==> config.mk <==
export PLATFORM = sky130hd
export DESIGN_NAME = layer_scheduler
export DESIGN_NICKNAME = d
export VERILOG_FILES = /design/src/rtl/nn_pkg.sv /design/src/rtl/nn_mac.sv /design/src/rtl/layer_scheduler.sv
export SDC_FILE = /design/constraint.sdc
export NUM_CORES = 1
export LEC_CHECK = 0
export BUFFER_PORTS_ARGS = -buffer_cell sky130_fd_sc_hd__buf_4
export CAP_MARGIN = 20
export CORE_ASPECT_RATIO = 1.4
export CORE_MARGIN = 1
export CORE_UTILIZATION = 30
export DETAILED_ROUTE_END_ITERATION = 10
export GPL_ROUTABILITY_DRIVEN = 0
export GPL_TIMING_DRIVEN = 0
export PLACE_DENSITY_LB_ADDON = 0.12
export SLEW_MARGIN = 30
export SYNTH_ARGS = -nofsm -noshare
export SYNTH_HDL_FRONTEND = slang
export SYNTH_HIERARCHICAL = 1
export SYNTH_SLANG_ARGS = --single-unit
==> constraint.sdc <==
create_clock -name clk -period 6.7 [get_ports clk]
set_input_delay 1.34 -clock clk [delete_from_list [all_inputs] [get_ports clk]]
set_output_delay 1.34 -clock clk [all_outputs]
set_load 0.005 [all_outputs]
==> src/rtl/nn_pkg.sv <==
// Shared definitions for the layer scheduler: FSM states, width helpers and
// the activation clamp used when a neuron's sum is finalised.
package nn_pkg;

  // Controller states of the layer scheduler.
  typedef enum logic [2:0] {
    IDLE  = 3'd0,
    RUN   = 3'd1,
    DRAIN = 3'd2,
    EMIT  = 3'd3,
    DONE  = 3'd4
  } state_e;

  // Width of the intermediate value handed to the clamp helper.
  localparam int SAT_W = 64;

  // Signed accumulator width: a full product plus log2 growth over N_IN terms.
  function automatic int acc_width(input int dw, input int ww, input int n_in);
    return dw + ww + $clog2(n_in) + 1;
  endfunction

  // Index/address width, never narrower than one bit.
  function automatic int idx_width(input int n);
    if ($clog2(n) < 1) begin
      return 1;
    end else begin
      return $clog2(n);
    end
  endfunction

  // Clamp a signed sum into the unsigned range [0, 2^dw-1].
  function automatic logic [SAT_W-1:0] sat_unsigned(input logic signed [SAT_W-1:0] sum,
                                                    input int dw);
    logic signed [SAT_W-1:0] max_v;
    max_v = (64'sd1 <<< dw) - 64'sd1;
    if (sum < 64'sd0) begin
      return {SAT_W{1'b0}};
    end else if (sum > max_v) begin
      return max_v;
    end else begin
      return sum;
    end
  endfunction

endpackage

==> src/rtl/nn_mac.sv <==
// Signed multiply-accumulate used by the layer scheduler. The unsigned
// operand is zero-extended, the weight is sign-extended; o_sum_nxt exposes
// the value the accumulator will take so the final term can be used at once.
module nn_mac
  import nn_pkg::*;
#(
  parameter int DW = 9,
  parameter int WW = 9,
  parameter int AW = 23
) (
  input  logic                 clk,
  input  logic                 rst_n,
  input  logic                 i_clr,
  input  logic                 i_en,
  input  logic [DW-1:0]        i_a,
  input  logic signed [WW-1:0] i_b,
  output logic signed [AW-1:0] o_sum_nxt
);

  logic signed [AW-1:0] w_a_ext;
  logic signed [AW-1:0] w_b_ext;
  logic signed [AW-1:0] w_prod;
  logic signed [AW-1:0] r_acc;

  assign w_a_ext = AW'(signed'({1'b0, i_a}));
  assign w_b_ext = AW'(i_b);
  assign w_prod  = w_a_ext * w_b_ext;

  // Next accumulator value: add the product only when a term is valid.
  always_comb begin
    o_sum_nxt = r_acc;
    if (i_en) begin
      o_sum_nxt = r_acc + w_prod;
    end else begin
      o_sum_nxt = r_acc;
    end
  end

  // Accumulator register; clear wins over accumulate.
  always_ff @(posedge clk or negedge rst_n) begin
    if (!rst_n) begin
      r_acc <= '0;
    end else if (i_clr) begin
      r_acc <= '0;
    end else if (i_en) begin
      r_acc <= o_sum_nxt;
    end else begin
      r_acc <= r_acc;
    end
  end

endmodule

==> src/rtl/layer_scheduler.sv <==
// Evaluates a fully-connected layer of N_NEUR neurons on a single MAC.
// Each neuron reads N_IN weights (one per cycle), accumulates the products
// with the captured input vector, clamps the sum and offers it on a
// valid/ready output. All outputs are registered.
module layer_scheduler
  import nn_pkg::*;
#(
  parameter  int N_IN    = 9,
  parameter  int N_NEUR  = 4,
  parameter  int DW      = 9,
  parameter  int WW      = 9,
  localparam int AW_ADDR = idx_width(N_NEUR * N_IN),
  localparam int NW      = idx_width(N_NEUR)
) (
  input  logic                 clk,
  input  logic                 rst_n,
  input  logic                 start,
  input  logic [N_IN*DW-1:0]   in_vec,
  output logic                 busy,
  output logic                 w_rd_en,
  output logic [AW_ADDR-1:0]   w_addr,
  input  logic signed [WW-1:0] w_data,
  output logic                 out_valid,
  input  logic                 out_ready,
  output logic [DW-1:0]        out_data,
  output logic [NW-1:0]        out_idx,
  output logic                 done
);

  localparam int              ACC_W  = acc_width(DW, WW, N_IN);
  localparam int              KW     = idx_width(N_IN);
  localparam logic [KW-1:0]   K_LAST = KW'(N_IN - 1);
  localparam logic [NW-1:0]   N_LAST = NW'(N_NEUR - 1);

  state_e               r_state;
  state_e               w_state_nxt;
  logic [N_IN*DW-1:0]   r_vec;
  logic [KW-1:0]        r_k;
  logic [KW-1:0]        r_k_d;
  logic [NW-1:0]        r_neuron;
  logic [AW_ADDR-1:0]   r_addr;
  logic                 r_rd_d;
  logic                 r_busy;
  logic                 r_rd_en;
  logic                 r_out_valid;
  logic [DW-1:0]        r_out_data;
  logic [NW-1:0]        r_out_idx;
  logic                 r_done;

  logic                 w_hs;
  logic                 w_start_ok;
  logic                 w_mac_clr;
  logic [DW-1:0]        w_elem;
  logic signed [ACC_W-1:0] w_sum_nxt;
  logic [SAT_W-1:0]     w_sat;

  assign busy      = r_busy;
  assign w_rd_en   = r_rd_en;
  assign w_addr    = r_addr;
  assign out_valid = r_out_valid;
  assign out_data  = r_out_data;
  assign out_idx   = r_out_idx;
  assign done      = r_done;

  // out_valid is only ever high in EMIT, so this is the EMIT handshake.
  assign w_hs       = r_out_valid & out_ready;
  assign w_start_ok = (r_state == IDLE) & start;
  assign w_mac_clr  = w_start_ok | w_hs;
  assign w_sat      = sat_unsigned(SAT_W'(w_sum_nxt), DW);

  // Select the captured input element that pairs with the weight now on w_data.
  always_comb begin
    w_elem = '0;
    for (int k = 0; k < N_IN; k++) begin
      w_elem = w_elem | ((r_k_d == KW'(k)) ? r_vec[k*DW +: DW] : {DW{1'b0}});
    end
  end

  nn_mac #(
    .DW (DW),
    .WW (WW),
    .AW (ACC_W)
  ) u_mac (
    .clk       (clk),
    .rst_n     (rst_n),
    .i_clr     (w_mac_clr),
    .i_en      (r_rd_d),
    .i_a       (w_elem),
    .i_b       (w_data),
    .o_sum_nxt (w_sum_nxt)
  );

  // State register.
  always_ff @(posedge clk or negedge rst_n) begin
    if (!rst_n) begin
      r_state <= IDLE;
    end else begin
      r_state <= w_state_nxt;
    end
  end

  // Next-state decode.
  always_comb begin
    w_state_nxt = r_state;
    case (r_state)
      IDLE: begin
        if (start) begin
          w_state_nxt = RUN;
        end else begin
          w_state_nxt = IDLE;
        end
      end
      RUN: begin
        if (r_k == K_LAST) begin
          w_state_nxt = DRAIN;
        end else begin
          w_state_nxt = RUN;
        end
      end
      DRAIN: begin
        w_state_nxt = EMIT;
      end
      EMIT: begin
        if (w_hs) begin
          if (r_neuron == N_LAST) begin
            w_state_nxt = DONE;
          end else begin
            w_state_nxt = RUN;
          end
        end else begin
          w_state_nxt = EMIT;
        end
      end
      DONE: begin
        w_state_nxt = IDLE;
      end
      default: begin
        w_state_nxt = IDLE;
      end
    endcase
  end

  // Input capture, read counters and the one-cycle read-data tracking.
  // The address advances by one on every read and once more when moving
  // to the next neuron, so it always equals neuron*N_IN + k.
  always_ff @(posedge clk or negedge rst_n) begin
    if (!rst_n) begin
      r_vec    <= '0;
      r_k      <= '0;
      r_k_d    <= '0;
      r_neuron <= '0;
      r_addr   <= '0;
      r_rd_d   <= 1'b0;
    end else begin
      r_k_d  <= r_k;
      r_rd_d <= r_rd_en;
      case (r_state)
        IDLE: begin
          if (start) begin
            r_vec    <= in_vec;
            r_k      <= '0;
            r_neuron <= '0;
            r_addr   <= '0;
          end
        end
        RUN: begin
          if (r_k != K_LAST) begin
            r_k    <= r_k + KW'(1);
            r_addr <= r_addr + AW_ADDR'(1);
          end
        end
        EMIT: begin
          if (w_hs && (r_neuron != N_LAST)) begin
            r_neuron <= r_neuron + NW'(1);
            r_k      <= '0;
            r_addr   <= r_addr + AW_ADDR'(1);
          end
        end
        default: begin
          r_k <= r_k;
        end
      endcase
    end
  end

  // Registered outputs, decoded from the state being entered.
  always_ff @(posedge clk or negedge rst_n) begin
    if (!rst_n) begin
      r_busy      <= 1'b0;
      r_rd_en     <= 1'b0;
      r_out_valid <= 1'b0;
      r_out_data  <= '0;
      r_out_idx   <= '0;
      r_done      <= 1'b0;
    end else begin
      r_busy      <= (w_state_nxt != IDLE);
      r_rd_en     <= (w_state_nxt == RUN);
      r_out_valid <= (w_state_nxt == EMIT);
      r_done      <= (w_state_nxt == DONE);
      if (r_state == DRAIN) begin
        r_out_data <= w_sat[DW-1:0];
        r_out_idx  <= r_neuron;
      end
    end
  end

endmodule
# ---- Word level (Yosys, flattened, before mapping)
# Index checks and enable logic that the tools add are counted.
# Widths: inputs -> output; s select.
dict set report word_totals {
  out_inout_bits 21
  regBits 139
  in_bits 94
}
dict set report classes {
  add_sub_neg 4
  n_reduce_logical 10
  bitwise_logic 11
  n_eq_ne 21
  n_lt_le_gt_ge 2
  n_mux 30
  n_mul 1
}
# cell count
set op_table {}
lappend op_table {{$mux 9} 11}
lappend op_table {{$or 9x9->9} 8}
lappend op_table {{$mux 23} 3}
lappend op_table {{$add 23x23->23} 1}
lappend op_table {{$gt 23x10->1 const B} 1}
lappend op_table {{$lt 23x1->1 const B} 1}
lappend op_table {{$mul 10x9->19} 1}
lappend op_table {{$mux 6} 3}
lappend op_table {{$pmux 6 s3} 1}
lappend op_table {{$eq 4x3->1 const B} 4}
lappend op_table {{$mux 4} 3}
lappend op_table {{$pmux 3 s4} 1}
lappend op_table {{$pmux 4 s3} 1}
lappend op_table {{$eq 3x2->1 const B} 3}
lappend op_table {{$eq 4x2->1 const B} 2}
lappend op_table {{$eq 4x4->1 const B} 2}
lappend op_table {{$ne 2x2->1 const B} 4}
lappend op_table {{$add 6x1->6 const B} 1}
lappend op_table {{$eq 3x1->1 const B} 2}
lappend op_table {{$mux 2} 3}
lappend op_table {{$mux 3} 2}
lappend op_table {{$reduce_bool 3->1} 2}
lappend op_table {{$add 4x1->4 const B} 1}
lappend op_table {{$eq 4x1->1 const B} 1}
lappend op_table {{other kinds (15)} 17}

# ---- Logic depth before layout (Yosys ltp)
# Gate-level depths: netlist of run 1.
dict set report depth {
  word_depth 16
  depth_mapped 31
  ltp_nobuf 27
}

# ---- Modules after synthesis
# Netlist of run 1, hierarchy kept.
# module cells_per_inst instances area_per_inst_um2
set by_module_without_submodules {}
lappend by_module_without_submodules {layer_scheduler 600 1 5340.1}
lappend by_module_without_submodules {nn_mac 555 1 4888.4}

# ---- Worst setup path before layout of run 1
# OpenSTA, ideal clock, no wires.
dict set report synth_path {
  path_kind {register to register}
  startpoint {register r_k_d[1]}
  endpoint {register r_out_data[0], in the netlist out_data[0]}
  period_less_slack_ps 6992
  slack_ps -292
  arrival_ps 6857
  setup_time_ps 135
  path_stages_with_launch 30
  path_cell_list {dfrtp_1 > clkbuf_1 > buf_1 > inv_1 > o21ai_1 > a22oi_1 > o22ai_1 > nand2_1 > fa_1 > inv_1 > fa_1 > inv_1 > fa_1 > inv_1 > fa_1 > inv_1 > fa_1 > inv_1 > ha_1 > and2_4 > a221oi_2 > nand2_2 > a221oi_2 > o41ai_1 > xor2_1 > mux2_2 > nor4_1 > nand4_1 > nor2_1 > o31ai_1}
}
dict set report synth_via {
  elab_chain_len 16
}
# item line_no
set synth_rtl {}
lappend synth_rtl {{from (decl)} layer_scheduler.sv:39} ;# logic [KW-1:0] r_k_d;
lappend synth_rtl {{from (signal assigned)} layer_scheduler.sv:155} ;# r_k_d <= r_k;
lappend synth_rtl {{$eq 4x1->1 / $logic_not 4->1 (equally long branches)} layer_scheduler.sv:75} ;# w_elem = w_elem | ((r_k_d == KW'(k)) ? r_vec[k*DW +: DW] : {DW{1'b0}});
lappend synth_rtl {{$mux 9} layer_scheduler.sv:75}
lappend synth_rtl {{$or 9x9->9 (7 in a row)} layer_scheduler.sv:75}
lappend synth_rtl {{$or 9x9->9 (*)} layer_scheduler.sv:75}
lappend synth_rtl {{named net w_elem[6]} layer_scheduler.sv:53} ;# logic [DW-1:0] w_elem;
lappend synth_rtl {{$mul 10x9->19 (*)} nn_mac.sv:27} ;# assign w_prod = w_a_ext * w_b_ext;
lappend synth_rtl {{$add 23x23->23 (*)} nn_mac.sv:33} ;# o_sum_nxt = r_acc + w_prod;
lappend synth_rtl {{$mux 23 (*)} nn_mac.sv:32} ;# if (i_en) begin
lappend synth_rtl {{named net w_sum_nxt[20]} layer_scheduler.sv:54} ;# logic signed [ACC_W-1:0] w_sum_nxt;
lappend synth_rtl {{$gt 23x10->1} nn_pkg.sv:38} ;# end else if (sum > max_v) begin
lappend synth_rtl {{$mux 9} nn_pkg.sv:38}
lappend synth_rtl {{$mux 9 (*)} nn_pkg.sv:36} ;# if (sum < 64'sd0) begin
lappend synth_rtl {{to (signal assigned)} layer_scheduler.sv:201} ;# r_out_data <= w_sat[DW-1:0];
lappend synth_rtl {{to (decl)} layer_scheduler.sv:46} ;# logic [DW-1:0] r_out_data;
# The timed path passes the listed nets; every way through them passes the cells marked *.
# A chain may end at the register's enable or synchronous reset.

# ---- Final worst setup path of run 1
dict set report layout_path {
  startpoint {register r_k_d[0]}
  endpoint {register r_out_data[8], in the netlist out_data[8]}
}
# Same word-level chain as after synthesis.

==> results.sh, run 1 <==
export IMPL_outcome="complete, but fails checks"
export IMPL_violations="negative setup slack"
export IMPL_cts_tree="yes"
export IMPL_overflow=0
export IMPL_final_period_utilization_pct=102.5
export IMPL_timing_worst_setup_path_type="register to register"
export IMPL_cpPeakStageDelay_ns=0.53
export IMPL_arrival_ns=7.18
export IMPL_final_max_slew_viol_count=0
export IMPL_fin_crit_ns=6.868
export IMPL_r2r_start="r_k_d[0]$_DFF_PN0_"
export IMPL_reg2reg_depth=30
export IMPL_ys_types=75
export IMPL_die_h_um=220.5
export IMPL_die_area_um2=34850
export IMPL_maxCapViolations=0
export IMPL_clk_latency_ns=0.44
export IMPL_grt_pass1_vias=8976
export IMPL_stdcell_area_um2=12910
export IMPL_postCtsHoldBufs=0
export IMPL_final_layout_size_suffix_gt1_share_pct=20.71
export IMPL_drt_pass1_iter_count=5
export IMPL_row_count=79
export IMPL_layout_nets=1542
export IMPL_routed_wirelength_um=30170
export IMPL_syn_nets=1387
export IMPL_ioPinCount=115
export IMPL_initial_core_util_pct=30.62
export IMPL_rrSetupSlack_ns=-0.17
export IMPL_async_reset_ff_share_pct=100.0
export IMPL_min_from="w_rd_en$_DFF_PN0_"
export IMPL_synth_edf_count=0
export IMPL_path_clk_slew_ns=0.06
export IMPL_core_area_um2=33410
export IMPL_fill_cells=3507
export IMPL_cp_end_kind="register"
export IMPL_worstMarginPinSlew_ns=0.7841
export IMPL_layout_setup_ws_ns=-0.1678
export IMPL_hold_viol=0
export IMPL_synth_top_area_share_pct=34.01
export IMPL_syn_area_um2=10230
export IMPL_numCtsBuffers=17
export IMPL_hold_path_depth=0
export IMPL_required_ns=7.01
export IMPL_cp_top_family="adder cells"
export IMPL_drt_iter0_markers=462
export IMPL_synth_area_leaders="dfrtp_1, fa_1, nand2_1, ha_1, inv_1"
export IMPL_dp_hpwl_um=23080
export IMPL_path_buf_inv=8
export IMPL_synth_avg_cell_area_um2=8.856
export IMPL_wire_per_inst_um=17.07
export IMPL_grt_max_degree=72
export IMPL_ys_warnings_count=6
export IMPL_cts_path_max_buffers=2
export IMPL_htree_levels=4
export IMPL_rsz0062_at_grt="true"
export IMPL_cp_max_fo=9
export IMPL_fin_skew_ns=0.008033
export IMPL_io_buffer_count=111
export IMPL_cp_slowest_cell="fa_1"
export IMPL_die_w_um=158.1
export IMPL_clockRootBuffer="clkbuf_16"
export IMPL_hold_path_end="r_rd_d$_DFF_PN0_"
export IMPL_synth_top_area_cell="dfrtp_1"
export IMPL_num_antenna_cells=0
export IMPL_syn_to_final_growth_pct=26.20
export IMPL_grt_use_total_pct=18.50
export IMPL_ys_seq_area_share_pct=34.01
export IMPL_vias=8348
export IMPL_max_freq_mhz=145.6
export IMPL_critPathLaunchType="register"
export IMPL_syn_inst=1155
export IMPL_mostFrequentLayoutCell="nand2_1"
export IMPL_grt_first_pass_wirelength_um=48240
export IMPL_slew_headroom_pct=47.73
export IMPL_placed_area_um2=11720
export IMPL_ant_nets=0
export IMPL_cts_sinks=139
export IMPL_antenna_found_initial=0
export IMPL_hp_class="register to register"
export IMPL_layout_common_cells="nand2_1, buf_4, dfrtp_1"
export IMPL_avgViaCountPerCell=4.722
export IMPL_reg2reg_to="out_data[8]$_DFFE_PN0N_"
export IMPL_setup_violations_final=9
export IMPL_synth_seq_cells=139
export IMPL_synth_flop_cell="dfrtp_1"
export IMPL_drcViolationCount=0
-- logic make-up (layout without fill, tap and decap cells) --
group | Yosys count | count (layout) | synth area share, %
XOR/XNOR | 13 | 13 | 1.113
AND/OR/NAND/NOR | 509 | 509 | 22.30
flip-flops | 139 | 139 | 34.01
AO/OA/AOI/OAI | 139 | 139 | 9.554
buffers and inverters | 174 | 342 | 6.642
multiplexers | 43 | 43 | 4.734
adder cells (fa/ha/maj) | 138 | 138 | 21.65
-- per-stage QoR --
| stage | cells | TNS [ns] | util, % | hold WS [ns] | setup WS, ns |
|---|---|---|---|---|---|
| 5_1_grt | 1768 | -3.514 | 38.64 | 0.4417 | -0.4003 |
| 3_3_place_gp | 1711 | -16.93 | 34.97 | 0.4007 | -1.504 |
| 4_1_cts | 1766 | -0.7243 | 38.32 | 0.4335 | -0.1055 |
| 3_5_place_dp | 1712 | -17.60 | 35.08 | 0.4163 | -1.530 |
| 2_1_floorplan | 1155 | 0 | - | 0.3757 | 0.04571 |
| 6_report | 1768 | -1.227 | 38.64 | 0.4229 | -0.1678 |
-- state kept, by name, summed over array words and instances, names as in the netlist --
signal / cells
r_vec: 81
u_mac/r_acc: 23
out_data: 9
w_addr: 6
r_k: 4
r_k_d: 4
r_state: 3
out_idx: 2
r_neuron: 2
busy: 1
done: 1
out_valid: 1
r_rd_d: 1
w_rd_en: 1
-- cell type report --
type	instances	area [µm²]	share of cell area, %
buffer	51	346.6	2.685
tap	445	556.8	4.313
timing repair buffer	138	1074	8.316
clock inverter	9	88.84	0.6882
clock buffer	23	478.0	3.703
multi-input combinational	842	6426	49.78
sequential	139	3483	26.98
inverter	121	455.4	3.528
-- synth_stat cells, types with 6 or more instances --
cell	number
fa_1	65
or4_1	6
xnor2_1	10
ha_1	73
nand3_1	18
and2_1	52
o2bb2ai_1	6
mux2_2	10
a21oi_1	30
nor2b_1	6
inv_1	117
clkbuf_1	37
o21ai_1	11
nor2_1	53
nand2_1	323
a21o_1	7
a22oi_1	12
o22ai_1	10
nand2b_1	7
dfrtp_1	139
mux2i_1	24
o21ai_0	6
o31ai_1	17
buf_2	9
-- how the worst max path moves through the flow --
stage / slack, ns / to / cells past startpoint / startpoint
after global routing: -0.40 / out_data[1]$_DFFE_PN0N_ / 29 / r_k_d[0]$_DFF_PN0_
after CTS: -0.11 / out_data[1]$_DFFE_PN0N_ / 30 / r_k_d[0]$_DFF_PN0_
after detailed placement: -1.53 / out_data[1]$_DFFE_PN0N_ / 28 / r_k_d[2]$_DFF_PN0_
final: -0.17 / out_data[8]$_DFFE_PN0N_ / 30 / r_k_d[0]$_DFF_PN0_
after global placement: -1.50 / out_data[1]$_DFFE_PN0N_ / 29 / r_k_d[2]$_DFF_PN0_
after floorplan: 0.05 / out_data[0]$_DFFE_PN0N_ / 24 / w_data[0]
-- metal layers --
layer  vias up  wire length (µm)  track usage (%)
met5         -                 0                0
met4         0               727            6.955
met3        42               842            3.036
met2       151             16130            34.30
met1      4085             12470            20.99
li1       4070                 -                -
-- what timing repair did --
| action | CTS | global route |
|---|---|---|
| resized for setup | 78 | 22 |
| endpoints found under the setup margin | 22 | 10 |
| pin swaps | 13 | 6 |
| buffers inserted | 23 | 2 |
| cloned | 1 | 0 |
Power of run 1 is not shown: default switching activity piles up to over one toggle a cycle in this logic, so the estimate is an artifact.
==> run 2: changes to the inputs <==
Settings changed: CTS_BUF_LIST set to sky130_fd_sc_hd__clkbuf_4 sky130_fd_sc_hd__clkbuf_8, SETUP_SLACK_MARGIN set to 0.4.
==> results.sh, run 2 (synthesis results as in run 1) <==
export IMPL_outcome="complete, no violations"
export IMPL_htree_levels=4
export IMPL_clockRootBuffer="clkbuf_8"
export IMPL_layout_setup_ws_ns=0.005365
export IMPL_die_w_um=158.1
export IMPL_seq_area_um2=3481
export IMPL_mostFrequentLayoutCell="nand2_1"
export IMPL_final_layout_size_suffix_gt1_share_pct=22.69
export IMPL_place_ws_ns=-1.443
export IMPL_rsz0062_at_grt="true"
export IMPL_drt_iter0_markers=399
export IMPL_numCtsBuffers=17
export IMPL_die_area_um2=34850
export IMPL_cts_sinks=139
export IMPL_antenna_found_initial=1
export IMPL_num_antenna_cells=0
export IMPL_die_h_um=220.5
export IMPL_timing_worst_setup_path_type="register to register"
export IMPL_dp_hpwl_um=22860
export IMPL_cp_top_family="adder cells"
export IMPL_cpPeakStageDelay_ns=0.53
export IMPL_vias=8443
export IMPL_required_ns=7.06
export IMPL_grt_max_degree=78
export IMPL_cp_slowest_cell="fa_1"
export IMPL_initial_core_util_pct=30.62
export IMPL_arrival_ns=7.06
export IMPL_multi_input_area_um2=6544
export IMPL_layoutNonFillerInstCount=1776
export IMPL_cp_end_kind="register"
export IMPL_fin_crit_ns=6.695
export IMPL_cp_common_cell="fa_1"
export IMPL_placed_cells=1712
export IMPL_syn_to_final_growth_pct=27.24
export IMPL_hold_viol=0
export IMPL_hp_class="register to register"
export IMPL_worstMarginPinSlew_ns=0.7563
export IMPL_critPathLaunchType="register"
export IMPL_fin_skew_ns=0.01846
export IMPL_timing_hold_ws_ns=0.4081
export IMPL_grt_pass1_vias=8793
export IMPL_maxCapViolations=0
export IMPL_row_count=79
export IMPL_io_buffer_count=111
export IMPL_grt_first_pass_wirelength_um=47600
export IMPL_routed_wirelength_um=29880
export IMPL_core_area_um2=33410
export IMPL_overflow=0
export IMPL_layout_nets=1550
export IMPL_postCtsHoldBufs=0
export IMPL_slew_headroom_pct=49.45
export IMPL_fill_cells=3520
export IMPL_drcViolationCount=0
export IMPL_max_freq_mhz=149.4
export IMPL_top_register="r_vec"
export IMPL_avgViaCountPerCell=4.754
export IMPL_layout_common_cells="nand2_1, buf_4, dfrtp_1"
export IMPL_final_max_slew_viol_count=0
export IMPL_drt_pass1_iter_count=4
export IMPL_largest_register_ffs=81
export IMPL_cts_tree="yes"
export IMPL_ioPinCount=115
export IMPL_ant_nets=0
export IMPL_path_clk_slew_ns=0.09
export IMPL_cts_path_max_buffers=2
export IMPL_cp_max_fo=9
export IMPL_final_period_utilization_pct=99.92
export IMPL_path_buf_inv=8
export IMPL_setup_violations_final=0
export IMPL_grt_use_total_pct=18.30
export IMPL_setup_tns_ns=0
export IMPL_wire_per_inst_um=16.83
export IMPL_clk_latency_ns=0.50
-- run 2: final timing paths --
| check | slack [ns] | endpoint | startpoint | cells after the start |
|---|---|---|---|---|
| setup / recovery | 0.005 | out_data[0]$_DFFE_PN0N_ | r_k_d[2]$_DFF_PN0_ | 30 |
| hold / removal | 0.41 | r_rd_d$_DFF_PN0_ | w_rd_en$_DFF_PN0_ | 0 |
| setup reg to reg | 0.005 | out_data[0]$_DFFE_PN0N_ | r_k_d[2]$_DFF_PN0_ | 30 |
| hold reg to reg | 0.41 | r_rd_d$_DFF_PN0_ | w_rd_en$_DFF_PN0_ | 0 |
| max in group asynchronous | 5.12 | r_vec[66]$_DFFE_PN0P_ | rst_n | 2 |
| min in group asynchronous | 0.77 | out_data[2]$_DFFE_PN0N_ | rst_n | 1 |
-- run 2: area by class of cell --
type | count | area share, %
plain buffers | 53 | 3.067
clock buffers | 19 | 2.009
well taps | 445 | 4.278
flip-flops and latches | 139 | 26.74
inverters | 121 | 3.490
repair buffers | 144 | 8.873
multi-input cells | 842 | 50.28
clock inverters | 13 | 1.259
-- run 2: per-stage QoR --
stage / instance area (µm²) / utilization (%)
after floorplan: 10330 / -
after global placement: 11720 / 35.08
after detailed placement: 11760 / 35.19
after CTS: 12830 / 38.41
after global routing: 13020 / 38.96
final: 13020 / 38.96
-- run 2: what timing repair did --
action | CTS | global route
pin swaps | 18 | 14
gates cloned | 3 | 1
buffers inserted | 21 | 7
endpoints found under the setup margin | 25 | 19
resized for setup | 96 | 32
endpoints found under the hold margin | 0 | 0
-- run 2: metal layers --
metal	vias up	part of all wire (%)	track usage [%]
met2	161	53	33.10
met4	0	3.1	7.564
met3	49	2.9	2.918
met5	-	0	0
met1	4147	41	21.28
li1	4086	-	-
Power of run 2 is left out for the same reason.
==> run 3: changes to the inputs <==
Clock period 6.7 ns to 8.6 ns, I/O delays scaled along.
==> results.sh, run 3 (synthesis results as in run 1) <==
export IMPL_outcome="complete, no violations"
export IMPL_arrival_ns=8.07
export IMPL_maxCapViolations=0
export IMPL_largest_register_ffs=81
export IMPL_cts_path_max_buffers=2
export IMPL_overflow=0
export IMPL_die_h_um=220.5
export IMPL_io_buffer_count=111
export IMPL_drt_iter0_markers=399
export IMPL_avgViaCountPerCell=4.739
export IMPL_timing_worst_setup_path_type="register to register"
export IMPL_grt_use_total_pct=18.18
export IMPL_num_antenna_cells=0
export IMPL_postCtsHoldBufs=0
export IMPL_mostFrequentLayoutCell="nand2_1"
export IMPL_clk_latency_ns=0.49
export IMPL_dp_hpwl_um=22850
export IMPL_numCtsBuffers=17
export IMPL_placed_cells=1712
export IMPL_use_met3_pct=2.840
export IMPL_worstMarginPinSlew_ns=0.7777
export IMPL_drcViolationCount=0
export IMPL_top_usage_layer="met2"
export IMPL_cts_tree="yes"
export IMPL_syn_to_final_growth_pct=18.46
export IMPL_core_area_um2=33410
export IMPL_fin_crit_ns=7.711
export IMPL_fin_skew_ns=0.01366
export IMPL_htree_levels=4
export IMPL_required_ns=8.96
export IMPL_rsz0062_at_grt="false"
export IMPL_cp_max_fo=10
export IMPL_layoutNonFillerInstCount=1745
export IMPL_drt_pass1_iter_count=5
export IMPL_clockRootBuffer="clkbuf_8"
export IMPL_die_w_um=158.1
export IMPL_cp_end_kind="register"
export IMPL_ioPinCount=115
export IMPL_vias=8270
export IMPL_gr_usage_met1_pct=21.21
export IMPL_slew_headroom_pct=48.15
export IMPL_hold_viol=0
export IMPL_use_met2_pct=33.52
export IMPL_layout_nets=1519
export IMPL_final_layout_size_suffix_gt1_share_pct=15.31
export IMPL_routed_wirelength_um=29470
export IMPL_top_register="r_vec"
export IMPL_layout_common_cells="nand2_1, dfrtp_1, inv_1"
export IMPL_final_period_utilization_pct=89.67
export IMPL_row_count=79
export IMPL_grt_max_degree=82
export IMPL_initial_core_util_pct=30.62
export IMPL_antenna_found_initial=0
export IMPL_grt_pass1_vias=8823
export IMPL_die_area_um2=34850
export IMPL_hp_class="register to register"
export IMPL_cts_sinks=139
export IMPL_critPathLaunchType="register"
export IMPL_path_clk_slew_ns=0.08
export IMPL_setup_violations_final=0
export IMPL_ant_nets=0
export IMPL_max_freq_mhz=129.7
export IMPL_wire_per_inst_um=16.89
export IMPL_grt_first_pass_wirelength_um=47310
export IMPL_cpPeakStageDelay_ns=0.55
export IMPL_cp_slowest_cell="fa_1"
export IMPL_final_max_slew_viol_count=0
-- run 3: path summary, 6_finish.rpt --
kind | start | endpoint | slack (ns) | cells after the start
min in group asynchronous | rst_n | out_data[2]$_DFFE_PN0N_ | 1.16 | 1
max in group asynchronous | rst_n | r_vec[80]$_DFFE_PN0P_ | 6.60 | 2
hold reg to reg | w_rd_en$_DFF_PN0_ | r_rd_d$_DFF_PN0_ | 0.42 | 0
hold / removal | w_rd_en$_DFF_PN0_ | r_rd_d$_DFF_PN0_ | 0.42 | 0
setup reg to reg | r_k_d[0]$_DFF_PN0_ | out_data[0]$_DFFE_PN0N_ | 0.89 | 29
setup / recovery | r_k_d[0]$_DFF_PN0_ | out_data[0]$_DFFE_PN0N_ | 0.89 | 29
-- run 3: routing by layer --
layer  part of all wire, %  wire, µm  vias to the layer above
li1                      -         -                     4019
met1                    41     12080                     4046
met2                    54     15810                      176
met3                   3.5      1030                       29
met4                   1.9       548                        0
met5                     0         0                        -
-- run 3: layout make-up --
type / count / area, µm²
buffer: 53 / 235.2
multi-input combinational: 842 / 6098
fill: 3616 / 21290
tap: 445 / 556.8
sequential: 139 / 3478
clock buffer: 22 / 277.8
timing repair buffer: 113 / 875.8
clock inverter: 10 / 140.1
inverter: 121 / 454.2
-- run 3: critical path, delay by kind of cell, from the launching register on --
kind            cells  cell delay, ns
fa+ha+maj           6            2.87
buf+inv             7            0.79
simple gates        8            1.60
flops               1            0.41
compound gates      6            1.42
xor+xnor            1            0.18
mux                 1            0.29
-- run 3: timing repair --
| item | 4_1_cts | 5_1_grt |
|---|---|---|
| endpoints found under the setup margin | 9 | 9 |
| pin swaps | 0 | 1 |
| setup buffers | 0 | 1 |
| resized for setup | 6 | 10 |
-- run 3: through the flow --
stage | TNS [ns] | hold WS, ns | instance area [µm²] | util, % | setup WS, ns
floorplan | 0 | 0.3757 | 10230 | - | 1.292
global placement | 0 | 0.3994 | 11620 | 34.78 | 0.01230
detailed placement | -0.05707 | 0.4175 | 11650 | 34.88 | -0.02366
CTS | 0 | 0.4273 | 12090 | 36.19 | 0.4006
global route | 0 | 0.4371 | 12120 | 36.27 | 0.5210
finish | 0 | 0.4218 | 12120 | 36.27 | 0.8886
Power of run 3 is left out for the same reason.
